$ cat src/rtl/fix_checksum_gate.sv
`default_nettype none
// ============================================================================
//  Module   : fix_checksum_gate
//  Purpose  : Inline FIX checksum monitor. Passes the byte stream through with
//             a fixed one-cycle delay and, alongside it, sums each message
//             from its "8" up to the SOH before "10=", parses the three-digit
//             tag-10 trailer and reports match / malformed status per message.
//  Options  : FIX_CSUM_STATS_EN - adds saturating good/bad message counters;
//             when undefined the counter outputs are constant zero.
//  Revision : 1.0 - initial release
// ============================================================================
module fix_checksum_gate (
  input  logic        clk,
  input  logic        rst,
  input  logic [7:0]  data_i,
  input  logic        data_valid_i,
  output logic [7:0]  data_o,
  output logic        data_valid_o,
  output logic        msg_done_o,
  output logic        checksum_ok_o,
  output logic        format_err_o,
  output logic [7:0]  checksum_calc_o,
  output logic [7:0]  checksum_rx_o,
  output logic [15:0] good_cnt_o,
  output logic [15:0] bad_cnt_o
);

  localparam logic [7:0] c_SOH   = 8'h01;
  localparam logic [7:0] c_EIGHT = 8'h38;
  localparam logic [7:0] c_ONE   = 8'h31;
  localparam logic [7:0] c_ZERO  = 8'h30;
  localparam logic [7:0] c_EQ    = 8'h3D;

  localparam logic [1:0] c_S_IDLE    = 2'd0;
  localparam logic [1:0] c_S_BODY    = 2'd1;
  localparam logic [1:0] c_S_TRAILER = 2'd2;

  // Trailer matcher progress: nothing, SOH seen, "1" seen, "10" seen.
  localparam logic [1:0] c_M_NONE = 2'd0;
  localparam logic [1:0] c_M_SOH  = 2'd1;
  localparam logic [1:0] c_M_ONE  = 2'd2;
  localparam logic [1:0] c_M_ZERO = 2'd3;

  logic [1:0] r_state;
  logic [1:0] w_state_next;

  logic [7:0] r_sum;
  logic [7:0] r_snap;
  logic [1:0] r_match;
  logic [9:0] r_value;
  logic [2:0] r_count;
  logic       r_malformed;

  logic w_is_soh;
  logic w_is_digit;
  logic w_start;
  logic w_body;
  logic w_enter_trailer;
  logic w_digit;
  logic w_bad_byte;
  logic w_done;
  logic w_malformed_final;
  logic w_ok;

  assign w_is_soh   = (data_i == c_SOH);
  assign w_is_digit = (data_i >= 8'h30) && (data_i <= 8'h39);

  // Trailer verdict, evaluated on the terminating SOH. A value above 255
  // cannot equal an 8-bit sum, so the compare is done at full 10-bit width.
  assign w_malformed_final = r_malformed || (r_count != 3'd3);
  assign w_ok              = !w_malformed_final && (r_value == {2'b00, r_snap});

  // Pass-through pipeline: one cycle of latency regardless of parser state.
  always_ff @(posedge clk or posedge rst) begin
    if (rst) begin
      data_o       <= 8'h00;
      data_valid_o <= 1'b0;
    end else begin
      data_o       <= data_i;
      data_valid_o <= data_valid_i;
    end
  end

  // FSM state register.
  always_ff @(posedge clk or posedge rst) begin
    if (rst) begin
      r_state <= c_S_IDLE;
    end else begin
      r_state <= w_state_next;
    end
  end

  // FSM next-state logic; stalls (valid low) hold the state.
  always_comb begin
    w_state_next = r_state;
    if (data_valid_i) begin
      case (r_state)
        c_S_IDLE:    if (data_i == c_EIGHT) w_state_next = c_S_BODY;
        c_S_BODY:    if ((r_match == c_M_ZERO) && (data_i == c_EQ)) w_state_next = c_S_TRAILER;
        c_S_TRAILER: if (w_is_soh) w_state_next = c_S_IDLE;
        default:     w_state_next = c_S_IDLE;
      endcase
    end
  end

  // FSM output decode: per-byte events that steer the datapath.
  always_comb begin
    w_start         = 1'b0;
    w_body          = 1'b0;
    w_enter_trailer = 1'b0;
    w_digit         = 1'b0;
    w_bad_byte      = 1'b0;
    w_done          = 1'b0;
    if (data_valid_i) begin
      case (r_state)
        c_S_IDLE: begin
          w_start = (data_i == c_EIGHT);
        end
        c_S_BODY: begin
          w_body          = 1'b1;
          w_enter_trailer = (r_match == c_M_ZERO) && (data_i == c_EQ);
        end
        c_S_TRAILER: begin
          w_digit    = w_is_digit;
          w_bad_byte = !w_is_digit && !w_is_soh;
          w_done     = w_is_soh;
        end
        default: ;
      endcase
    end
  end

  // Body accumulator, SOH snapshot and "10=" matcher.
  always_ff @(posedge clk or posedge rst) begin
    if (rst) begin
      r_sum   <= 8'h00;
      r_snap  <= 8'h00;
      r_match <= c_M_NONE;
    end else if (w_start) begin
      r_sum   <= c_EIGHT;
      r_match <= c_M_NONE;
    end else if (w_body) begin
      // Sum keeps running through "10=" bytes; only the snapshot is compared.
      r_sum <= r_sum + data_i;
      if (w_is_soh) begin
        r_snap  <= r_sum + data_i;
        r_match <= c_M_SOH;
      end else if ((r_match == c_M_SOH) && (data_i == c_ONE)) begin
        r_match <= c_M_ONE;
      end else if ((r_match == c_M_ONE) && (data_i == c_ZERO)) begin
        r_match <= c_M_ZERO;
      end else begin
        r_match <= c_M_NONE;
      end
    end
  end

  // Trailer digit parser: decimal value, digit count and malformed flag.
  always_ff @(posedge clk or posedge rst) begin
    if (rst) begin
      r_value     <= 10'd0;
      r_count     <= 3'd0;
      r_malformed <= 1'b0;
    end else if (w_enter_trailer) begin
      r_value     <= 10'd0;
      r_count     <= 3'd0;
      r_malformed <= 1'b0;
    end else if (w_digit) begin
      r_value <= (r_value * 10'd10) + {6'd0, data_i[3:0]};
      if (r_count != 3'd7) r_count <= r_count + 3'd1;
      if (r_count >= 3'd3) r_malformed <= 1'b1;
    end else if (w_bad_byte) begin
      r_malformed <= 1'b1;
    end
  end

  // Per-message result registers; held until the next message completes.
  always_ff @(posedge clk or posedge rst) begin
    if (rst) begin
      msg_done_o      <= 1'b0;
      checksum_ok_o   <= 1'b0;
      format_err_o    <= 1'b0;
      checksum_calc_o <= 8'h00;
      checksum_rx_o   <= 8'h00;
    end else begin
      msg_done_o <= w_done;
      if (w_done) begin
        checksum_ok_o   <= w_ok;
        format_err_o    <= w_malformed_final;
        checksum_calc_o <= r_snap;
        checksum_rx_o   <= r_value[7:0];
      end
    end
  end

`ifdef FIX_CSUM_STATS_EN
  logic [15:0] r_good_cnt;
  logic [15:0] r_bad_cnt;

  // Saturating pass/fail message counters, updated with each verdict.
  always_ff @(posedge clk or posedge rst) begin
    if (rst) begin
      r_good_cnt <= 16'h0000;
      r_bad_cnt  <= 16'h0000;
    end else if (w_done) begin
      if (w_ok) begin
        if (r_good_cnt != 16'hFFFF) r_good_cnt <= r_good_cnt + 16'd1;
      end else begin
        if (r_bad_cnt != 16'hFFFF) r_bad_cnt <= r_bad_cnt + 16'd1;
      end
    end
  end

  assign good_cnt_o = r_good_cnt;
  assign bad_cnt_o  = r_bad_cnt;
`else
  assign good_cnt_o = 16'h0000;
  assign bad_cnt_o  = 16'h0000;
`endif

endmodule
`default_nettype wire
$ cat config.mk
export PLATFORM = sky130hd
export DESIGN_NAME = fix_checksum_gate
export DESIGN_NICKNAME = d
export VERILOG_FILES = /design/src/rtl/fix_checksum_gate.sv
export SDC_FILE = /design/constraint.sdc
export NUM_CORES = 1
export LEC_CHECK = 0
export ABC_AREA = 1
export BUFFER_PORTS_ARGS = -buffer_cell sky130_fd_sc_hd__buf_4
export CAP_MARGIN = 30
export CORE_AREA = 3 3 92 94
export CTS_CLUSTER_SIZE = 30
export DETAILED_ROUTE_END_ITERATION = 12
export DIE_AREA = 0 0 95 97
export GPL_TIMING_DRIVEN = 0
export PLACE_DENSITY = 0.75
export SYNTH_ARGS = -nofsm -noshare
export SYNTH_HDL_FRONTEND = slang
export SYNTH_SLANG_ARGS = --single-unit
$ cat constraint.sdc
create_clock -name clk -period 2.1 [get_ports clk]
set_input_delay 0.315 -clock clk [delete_from_list [all_inputs] [get_ports clk]]
set_output_delay 0.315 -clock clk [all_outputs]
set_load 0.01 [all_outputs]
# --- Yosys cells after proc, flatten, opt, wreduce, memory -nomap -nowiden ---
# Index checks and enable logic that the tools add are counted.
# W data, S select, Z words.
word_totals:
  regBits: 62
  latch_bits: 0
  mem_bits_rw: 0
  romBits: 0
  elab_cells: 90
  n_memories: 0
classes:
  addsub: 3
  n_mul: 1
  div_mod_pow: 0
  magnitude_cmp: 3
  n_eq_ne: 17
  n_shift: 0
  n_mux: 32
  n_bitwise: 1
  n_reduce_logical: 19
ops:
  columns: ["op", "count"]
  rows:
  - ["$eq A8 B6 Y1 const B", 4]
  - ["$mux W10", 2]
  - ["$mux W1", 16]
  - ["$mux W2", 8]
  - ["$mux W8", 2]
  - ["$add A10 B4 Y10", 1]
  - ["$eq A10 B8 Y1", 1]
  - ["$mul A10 B3 Y9 const B", 1]
  - ["$mux W3", 3]
  - ["$add A8 B8 Y8", 1]
  - ["$eq A8 B1 Y1 const B", 1]
  - ["$ge A8 B6 Y1 const B", 1]
  - ["$le A8 B6 Y1 const B", 1]
  - ["$eq A2 B2 Y1 const B", 3]
  - ["$logic_and A1 B1 Y1", 6]
  - ["$ne A2 B2 Y1 const B", 3]
  - ["$ne A3 B2 Y1 const B", 2]
  - ["$pmux W2 S3", 1]
  - ["$reduce_bool A2 Y1", 3]
  - ["$eq A2 B1 Y1 const B", 2]
  - ["$reduce_and A2 Y1", 2]
  - ["$reduce_and A4 Y1", 1]
  - ["$add A3 B1 Y3 const B", 1]
  - ["$ge A3 B2 Y1 const B", 1]
  - ["7 further kinds", 9]

# --- Logic depth before layout (Yosys ltp) ---
depth:
  ltp_word: 9
  depth_mapped: 13

# --- Worst setup path after synthesis ---
# No wires, ideal clock.
synth_path:
  path_kind: "reg-to-reg"
  startpoint: "reg r_value[1]"
  endpoint: "reg r_value[9]"
  setup_ns: 0.117
  arrival_time_ns: 1.979
  required_time_ns: 1.983
  path_slack_ns: 0.003
  stages_incl_launch_ff: 11
  synth_period_minus_slack_ns: 2.097
  cell_sequence: "dfrtp_1 ha_1 ha_1 fa_1 nand2_1 nor3_2 nand3_1 inv_1 nand2_1 nand3_1 nand2_1"
synth_via:
  elab_chain_len: 4
synth_rtl:
  columns: ["item", "line", "text"]
  rows:
  - ["start: declaration", "50", "logic [9:0] r_value;"]
  - ["start signal: assignment", "169", "r_value <= (r_value * 10'd10) + {6'd0, data_i[3:0]};"]
  - ["$mul A10 B3 Y9", "169", null]
  - ["$add A10 B4 Y10", "169", null]
  - ["$mux W10", "168", "end else if (w_digit) begin"]
  - ["$mux W10", "164", "end else if (w_enter_trailer) begin"]
# No other way between the ends. The select of a mux whose other input is x is not followed.
# A chain may end at the register's enable or synchronous reset.

# --- Worst setup path in the final report ---
# Ends and elaborated chain as after synthesis.

==> impl_metrics.ini <==
[floorplanning]
ios = 71
die_area_sq_mm = 0.00922
die_h_um = 97
coreArea_sq_mm = 0.00773
initial_utilization_pct = 50.0
die_width_um = 95
num_rows = 32

[power_and_ir_drop]
p_per_area_mw_per_mm2 = 1360
vdd_drop_max_uv = 742
cellLeakagePower_nw = 2.53

[critical_path]
cp-startpoint = r_value[1]
path_max_fanout = 2
critPathRequiredTime_ns = 2.34
critical_path.max_stage_delay_ns = 0.44
reg2reg_from = r_value[1]
critPathCaptureType = flop
r2r_end = r_value[9]
crit_end = r_value[9]
start_kind = flop
cp_top_family = adder cells
ff2ff_path_depth = 10
path_cells = ha_4 > ha_4 > fa_2 > xnor2_4 > nor3_4 > nand3_2 > inv_1 > nand2_1 > nand3_1 > nand2_1
crit_type = flop to flop
cp_slowest_cell = dfrtp_2
critPathBufInv = 1
cp.depth = 10
cp.arrival_ns = 2.30
ff2ff_setup_slack_ns = 0.04

[synth]
ys_seq_elements = 62
synth-async-reset-ratio_pct = 100
syn_inst = 461
yosys_warnings = 0
ys_types = 37
yosys-top-cells-area = dfrtp_1 40%, nand2_1 11%, ha_1 7.8%
synth.largest_area_cell = dfrtp_1
synth_area_sq_mm = 0.00386
ys_seq_area_share_pct = 40.2
syn_area_per_cell_sq_um = 8.38
synthFlopType = dfrtp_1
netlist.area_leader.share_pct = 40.2
synth-edff-count = 0

[finish]
seq_area_sq_mm = 0.00156
postLayoutCellArea_sq_mm = 0.00475
finish.utilization_pct = 61.5
final_common_cell = nand2_1
num_antenna_cells = 0
nets = 587
multi_input_comb_area_sq_mm = 0.00200
layout_common_cells = 110 x nand2_1, 77 x buf_4, 59 x dfrtp_1
fillers = 677
syn2layout_area_growth_pct = 23.0
drive_above_1_share_pct = 28.3

[route]
wire_per_inst_um = 13.0
drtIter0Drc = 192
dr.pass1.iters = 4
drc = 0
vias = 3152
ant_nets = 0
via_per_inst = 4.80
drt_wl_total_um = 8530

[place]
hpwl_um = 6390
io_buffers = 38
place_congestion = 0.891
place_ws_ns = -0.225
placed_area_sq_mm = 0.00441

[timing]
fmax_ghz = 0.486
skew_ns = 0.0113
finalCritPeriodShare_pct = 97.9
post-route-min-period_ns = 2.06
setup_viol = 0
maxSlewViolCount = 0
hold_ws_ns = 0.113
setup_ws_ns = 0.0439
rsz0062_at_grt = yes
hold_viol = 0

[cts]
cts_buffer_depth = 2
clk_latency_ns = 0.35
cts.clk_slew.worst_paths_ns = 0.08
cts_made_buffers = 9
cts_tree = built
h-tree-depth = 3
clock-sinks = 62
cts_root_buffer = clkbuf_8

[hold_path]
min_path_type = input port to flop

[global_routing]
grt_max_degree = 45
track_usage_pct = 19.7
antenna_found_initial = 0
grt_pass1_wl_um = 14300
grt_pass1_vias = 3009
grt_overflow = 0

[run_status]
outcome = finished clean

[run]
cap_violations = 0
==> repair_timing <==
item	in CTS	in global routing
endpoints found under the hold margin	18	0
hold buffers	1	0
resized for setup	14	5
pin swaps	5	8
setup buffers	5	1
setup endpoints to repair	4	3
==> metrics by stage <==
| step | TNS [ns] | power (mW) | instances |
|---|---|---|---|
| floorplan | 0 | 4.09 | 492 |
| global placement | -33.97 | 4.61 | 632 |
| detailed placement | -0.543 | 4.76 | 633 |
| CTS | 0 | 6.15 | 655 |
| global route | -0.0685 | 7.04 | 656 |
| finish | 0 | 6.44 | 656 |
==> final cells by class <==
class                           count  area share [%]
Multi-Input combinational cell    328            42.0
Clock buffer                        9            2.61
Timing Repair Buffer               46            7.58
Inverter                           66            5.37
Buffer                             36            5.92
Sequential cell                    62            32.7
Clock inverter                      7            1.05
Tap cell                          102            2.69
==> synthesized netlist by cell type, types with 3 or more instances <==
library cell	n
nand2_1	112
dfrtp_1	62
inv_1	57
nand3_1	34
buf_4	33
ha_1	24
nor2_1	20
o21ai_2	15
o21ai_0	10
xor2_1	10
a21oi_1	9
o21ai_1	8
o22ai_1	8
inv_2	7
nand4_1	7
nand2_2	6
xnor2_1	5
nor2_2	4
a21o_1	3
buf_6	3
fa_1	3
nor3_1	3
==> report_power, final <==
group | internal (mW) | switching, mW | total, mW | leakage, nW
sequential | 1.44 | 0.227 | 1.67 | 0.772
clock | 0.428 | 0.499 | 0.927 | 0.0816
combinational | 1.65 | 2.19 | 3.84 | 1.68
==> metal layers <==
metal,GRT usage [%],up-vias,share of wire [%]
met5,0,-,0
met2,32.2,83,49
met4,5.66,0,2.1
li1,-,1599,-
met1,24.9,1455,43
met3,6.07,15,5.7
==> cells by family after synthesis <==
logic type / share of synthesized area, %
AO/OA/AOI/OAI: 9.36
XOR/XNOR: 3.40
adder cells (fa/ha/maj): 9.33
buffers and inverters: 13.9
flip-flops: 40.2
other: 0.0971
AND/OR/NAND/NOR: 23.7
==> how the worst min path moves through the flow <==
stage	from	endpoint	slack, ns	cells after the start
2_1_floorplan	data_i[0]	data_o[0]	0.35	0
3_3_place_gp	r_malformed	r_malformed	0.46	2
3_5_place_dp	rst	r_sum[5]	0.35	2
4_1_cts	data_valid_i	data_valid_o	0.09	1
5_1_grt	data_valid_i	data_valid_o	0.09	1
6_report	data_valid_i	data_valid_o	0.11	1
==> sequential cells by signal, indices dropped and copies added (netlist names), 2 cells and up <==
| register | count |
|---|---|
| r_sum | 8 |
| r_match | 2 |
| r_snap | 8 |
| r_count | 3 |
| data_o | 8 |
| checksum_rx_o | 8 |
| checksum_calc_o | 8 |
| r_value | 10 |
| r_state | 2 |
Power figures use the tool's default switching activity.
